[src/rtl/dvfs_governor.sv]
// DVFS governor: hysteresis voting on utilization samples, then one-level V/F steps sequenced
// through regulator/PLL handshakes. Optional DVFS_GOV_OVERRIDE_EN adds a forced-target override.
module dvfs_governor #(
  parameter int NUM_LEVELS   = 4,
  parameter int LVL_W        = 2,
  parameter int UP_THRESH    = 80,
  parameter int DOWN_THRESH  = 30,
  parameter int HYST_SAMPLES = 3,
  parameter int ACK_TIMEOUT  = 255,
  parameter int RESET_LEVEL  = 0
) (
  input  logic             clk,
  input  logic             rst,
  input  logic             util_valid,
  input  logic [15:0]      util_percent,
  output logic             volt_req,
  output logic [LVL_W-1:0] volt_level,
  input  logic             volt_ack,
  output logic             freq_req,
  output logic [LVL_W-1:0] freq_level,
  input  logic             freq_ack,
  output logic [LVL_W-1:0] op_level,
  output logic             busy,
  output logic             timeout_err
`ifdef DVFS_GOV_OVERRIDE_EN
  ,
  input  logic             force_en,
  input  logic [LVL_W-1:0] force_level
`endif
);

  typedef enum logic [2:0] {S_IDLE, S_V_UP, S_F_UP, S_F_DOWN, S_V_DOWN} state_t;

  localparam logic [LVL_W-1:0] MAX_LVL = LVL_W'(NUM_LEVELS - 1);
  localparam logic [LVL_W-1:0] ONE_LVL = LVL_W'(1);
  localparam logic [3:0]       HYST    = 4'(HYST_SAMPLES);
  localparam logic [7:0]       TO_LAST = 8'(ACK_TIMEOUT - 1);

  state_t           state_q, state_d;
  logic [LVL_W-1:0] op_q, op_d, vl_q, vl_d, fl_q, fl_d;
  logic [3:0]       up_q, up_d, down_q, down_d;
  logic [7:0]       to_q, to_d;
  logic             terr_q, terr_d;
  logic [6:0]       u_sat;
  logic             up_vote, down_vote, start_up, start_down;

  assign u_sat     = (util_percent > 16'd100) ? 7'd100 : util_percent[6:0];
  assign up_vote   = (u_sat >= 7'(UP_THRESH))   && (op_q < MAX_LVL);
  assign down_vote = (u_sat <= 7'(DOWN_THRESH)) && (op_q != '0);

`ifdef DVFS_GOV_OVERRIDE_EN
  logic [LVL_W-1:0] force_tgt;
  assign force_tgt = (force_level > MAX_LVL) ? MAX_LVL : force_level;
`endif

  // NOTE: every always_comb output gets a default first so no path can infer a latch.
  always_comb begin
    state_d    = state_q;
    op_d       = op_q;
    vl_d       = vl_q;
    fl_d       = fl_q;
    up_d       = '0;
    down_d     = '0;
    to_d       = to_q + 8'd1;
    terr_d     = terr_q;
    start_up   = 1'b0;
    start_down = 1'b0;

    unique case (state_q)
      S_IDLE: begin
        to_d   = '0;
        up_d   = up_q;
        down_d = down_q;
`ifdef DVFS_GOV_OVERRIDE_EN
        if (force_en) begin
          up_d       = '0;
          down_d     = '0;
          start_up   = force_tgt > op_q;
          start_down = force_tgt < op_q;
        end else
`endif
        if (util_valid) begin
          if (up_vote) begin
            up_d     = up_q + 4'd1;
            down_d   = '0;
            start_up = (up_q + 4'd1) == HYST;
          end else if (down_vote) begin
            down_d     = down_q + 4'd1;
            up_d       = '0;
            start_down = (down_q + 4'd1) == HYST;
          end else begin
            up_d   = '0;
            down_d = '0;
          end
        end
        if (start_up) begin
          state_d = S_V_UP;
          vl_d    = op_q + ONE_LVL;
          up_d    = '0;
          down_d  = '0;
        end else if (start_down) begin
          state_d = S_F_DOWN;
          fl_d    = op_q - ONE_LVL;
          up_d    = '0;
          down_d  = '0;
        end
      end
      S_V_UP: begin
        if (volt_ack) begin
          state_d = S_F_UP;
          fl_d    = op_q + ONE_LVL;
          to_d    = '0;
        end else if (to_q == TO_LAST) begin
          state_d = S_IDLE;
          terr_d  = 1'b1;
        end
      end
      S_F_UP: begin
        if (freq_ack) begin
          state_d = S_IDLE;
          op_d    = op_q + ONE_LVL;
        end else if (to_q == TO_LAST) begin
          state_d = S_IDLE;
          terr_d  = 1'b1;
        end
      end
      S_F_DOWN: begin
        if (freq_ack) begin
          state_d = S_V_DOWN;
          vl_d    = op_q - ONE_LVL;
          to_d    = '0;
        end else if (to_q == TO_LAST) begin
          state_d = S_IDLE;
          terr_d  = 1'b1;
        end
      end
      S_V_DOWN: begin
        if (volt_ack) begin
          state_d = S_IDLE;
          op_d    = op_q - ONE_LVL;
        end else if (to_q == TO_LAST) begin
          state_d = S_IDLE;
          terr_d  = 1'b1;
        end
      end
      default: state_d = S_IDLE;
    endcase
  end

  // NOTE: state registers use non-blocking assignments so all flops update from pre-edge values.
  always_ff @(posedge clk) begin
    if (rst) begin
      state_q <= S_IDLE;
      op_q    <= LVL_W'(RESET_LEVEL);
      vl_q    <= LVL_W'(RESET_LEVEL);
      fl_q    <= LVL_W'(RESET_LEVEL);
      up_q    <= '0;
      down_q  <= '0;
      to_q    <= '0;
      terr_q  <= 1'b0;
    end else begin
      state_q <= state_d;
      op_q    <= op_d;
      vl_q    <= vl_d;
      fl_q    <= fl_d;
      up_q    <= up_d;
      down_q  <= down_d;
      to_q    <= to_d;
      terr_q  <= terr_d;
    end
  end

  // Requests decode straight from state so an abort or reset drops them on the same edge.
  assign volt_req    = (state_q == S_V_UP) || (state_q == S_V_DOWN);
  assign freq_req    = (state_q == S_F_UP) || (state_q == S_F_DOWN);
  assign busy        = state_q != S_IDLE;
  assign volt_level  = vl_q;
  assign freq_level  = fl_q;
  assign op_level    = op_q;
  assign timeout_err = terr_q;

endmodule

[config.mk]
export PLATFORM = sky130hd
export DESIGN_NAME = dvfs_governor
export DESIGN_NICKNAME = d
export VERILOG_FILES = /design/src/rtl/dvfs_governor.sv
export SDC_FILE = /design/constraint.sdc
export NUM_CORES = 1
export LEC_CHECK = 0
export ABC_AREA = 1
export CAP_MARGIN = 40
export CORE_MARGIN = 4
export CORE_UTILIZATION = 51
export DETAILED_ROUTE_END_ITERATION = 12
export PLACE_DENSITY = 0.76
export SLEW_MARGIN = 20
export SYNTH_ARGS = -nofsm -noshare
export SYNTH_HDL_FRONTEND = slang
export SYNTH_SLANG_ARGS = --single-unit
[constraint.sdc]
create_clock -name clk -period 1.8 [get_ports clk]
set_input_delay 0.54 -clock clk [delete_from_list [all_inputs] [get_ports clk]]
set_output_delay 0.54 -clock clk [all_outputs]
set_load 0.01 [all_outputs]
==> flow_summary.ini <==
[floorplan]
die_w_um = 62.8
rows = 19
core_mm2 = 0.00281
ios = 31
die_area_mm2 = 0.00394
initial_utilization_pct = 54.5
die_h_um = 62.8

[timing]
maxSlewViolCount = 0
hold_viol = 0
slew_headroom_pct = 78.7
setup_viol = 0
fin_ws_ns = 0.0556
max_freq_mhz = 573
worst_pin_slew_ns = 0.319
whs_ns = 0.490
fin_worst_skew_ns = 0.00806
period_needed_ns = 1.74
min_period_over_period_pct = 96.9

[clocking]
htree_levels = 1
cts.root.buffer_cell = clkbuf_4
cts-hold-fix-buffers = 0
clk_path_buf_depth = 2
insertion_delay_ns = 0.33
cts_sinks = 26
clk_pin_slew_ns = 0.14
cts_made_buffers = 3
cts_tree = done

[routing]
wl_um = 3520
drc = 0
ant_nets = 0
firstDrtPassIters = 4
drt_first_iter_violations = 56
avgViaCountPerCell = 5.04
vias = 1542
wl_per_cell_um = 11.5

[place]
dpl.hpwl_um = 2650
port_buffers = 30
gp_congestion = 0.819
pre_cts_ws_ns = -0.355

[yosys]
ys_seq_area_share_pct = 34.0
syn_inst = 218
synth_area_mm2 = 0.00153
syn_avg_cell_area_um2 = 7.02
synth.distinct_cells = 26
ys_warn_count = 0
synth_nets = 247
synth-seq-cells = 26

[grt]
grt_max_degree = 14
grt_pass1_wl_um = 5780
grt_overflow = 0
antenna_found_initial = 0
track_usage_pct = 17.8
grt_pass1_vias = 1377

[power_and_ir_drop]
p_leak_uw = 0.00110
ir_worst_vdd_mv = 0.632
pwr_density_cell_mw_per_mm2 = 1040

[setup_path]
end_kind = primary output
critPathArrivalTime_ns = 1.20
reg2reg_slack_ns = 0.20
path_max_fanout = 2
cpLargestDelayFamily = buffers and inverters
cp_cell_sequence = clkdlybuf4s50_1
crit_required_ns = 1.26
cpMaxStageDelayCell = clkdlybuf4s50_1
rr_worst_depth = 8
critPathKind = flip-flop to primary output
cpPeakStageDelay_ns = 0.53
r2r-end = state_q[1]
worstReg2RegStart = up_q[1]
path_buf_inv = 1
startpoint_type = flip-flop

[layout]
diodes = 0
drive_gt1_share_pct = 23.3
fill_cells = 225
syn_to_final_growth_pct = 40.8
fin_util_pct = 76.8
nets = 306

[worst_hold_path]
worst_hold_path.num_cells = 2
worstHoldPathType = flip-flop to flip-flop
whs_endpoint = timeout_err
hp-start = timeout_err

[outcome]
status = finished, final reports clean

[job]
max_cap_violations = 0
==> routing by layer <==
layer  GRT usage [%]  wire length (um)
met1            21.7              1490
met2            30.1              1750
met3            4.32               224
met4            7.16                55
met5               0                 0
==> report_power, final <==
group	internal, uW	switching [uW]
combinational	568	680
sequential	675	73.7
clock	78.6	170
==> cells in the mapped netlist <==
master | number | area [um2]
nor2_1 | 39 | 146
nand3b_1 | 1 | 7.51
xnor2_1 | 3 | 26.3
nand2_4 | 1 | 11.3
or2_2 | 1 | 6.26
nand3_4 | 1 | 17.5
or2_1 | 1 | 6.26
nand4_1 | 3 | 18.8
clkinv_1 | 1 | 3.75
nor2_2 | 5 | 31.3
nor2_4 | 1 | 11.3
o21ai_0 | 3 | 15.0
nor3_1 | 2 | 10.0
nand2_1 | 40 | 150
dfxtp_1 | 26 | 521
ha_1 | 8 | 100
inv_1 | 24 | 90.1
nand4_2 | 1 | 12.5
nand3_2 | 1 | 10.0
inv_2 | 5 | 18.8
a21oi_1 | 18 | 90.1
nand2_2 | 3 | 18.8
xor2_1 | 9 | 78.8
a31oi_4 | 1 | 21.3
nand3_1 | 18 | 90.1
a21oi_2 | 2 | 17.5
==> through the flow <==
stage,TNS [ns],total power (uW),area (um2),std cells
3_3_place_gp,-4.00,1940,2040,302
4_1_cts,-0.00575,2200,2070,305
3_5_place_dp,-4.62,1960,2040,302
2_1_floorplan,0,1400,1530,218
5_1_grt,-0.00125,2430,2150,306
6_report,0,2240,2150,306
==> worst max-delay path by stage <==
stage,start,endpoint,slack [ns],depth (start not counted)
detailed placement,util_percent[5],state_q[1],-0.36,13
CTS,state_q[0],volt_req,-0.006,6
global placement,util_percent[13],up_q[3],-0.30,9
global route,util_percent[13],up_q[2],-0.001,11
finish,volt_level[1],volt_level[1],0.06,1
floorplan,util_percent[13],freq_level[0],0.23,10
==> tightest hold or removal path, cell delays in order, from the launching register on <==
cell and delay [ns]:
dfxtp_1 0.36, a21oi_1 0.04, nor2_1 0.07
==> cell type report <==
class                   instances  area [um2]  area share, %
clock buffers                   3        22.5           1.05
inverters                      30         113           5.23
multi-input cells             162         957           44.4
flip-flops and latches         26         527           24.4
well taps                      31        38.8           1.80
repair buffers                 54         497           23.1
==> placed cells by master, fill, tap and decap left out, types with 2 or more instances in the layout <==
master,instances
a21oi_1,17
a21oi_2,3
buf_4,23
clkbuf_2,2
clkbuf_4,3
clkdlybuf4s50_1,13
dfxtp_1,21
dfxtp_2,5
dlygate4sd2_1,2
dlymetal6s2s_1,12
ha_1,8
inv_1,24
inv_2,5
nand2_1,37
nand2_2,4
nand2_4,3
nand3_1,17
nand3_2,2
nand4_1,3
nor2_1,37
nor2_2,3
nor2_4,5
nor3_1,2
o21ai_0,3
xnor2_1,3
xor2_1,9
==> flip-flops by register name, summed over array words and instances (netlist names) <==
register     flops
volt_level       2
state_q          3
up_q             4
to_q             8
freq_level       2
timeout_err      1
down_q           4
op_level         2
==> what timing repair did <==
item | 4_1_cts | 5_1_grt
setup buffers | 0 | 1
endpoints found under the setup margin | 6 | 21
gates resized for setup | 14 | 30
hold endpoints to repair | 0 | 0
pin swaps | 0 | 6
==> kinds of logic (layout without fill, tap and decap cells) <==
| logic type | count (synthesis) | after routing | synth area share, % |
|---|---|---|---|
| compound gates | 24 | 24 | 9.40 |
| xor+xnor | 12 | 12 | 6.87 |
| flops | 26 | 26 | 34.0 |
| simple gates | 118 | 118 | 35.8 |
| fa+ha+maj | 8 | 8 | 6.54 |
| buf+inv | 30 | 87 | 7.36 |
Power figures use the tool's default switching activity.
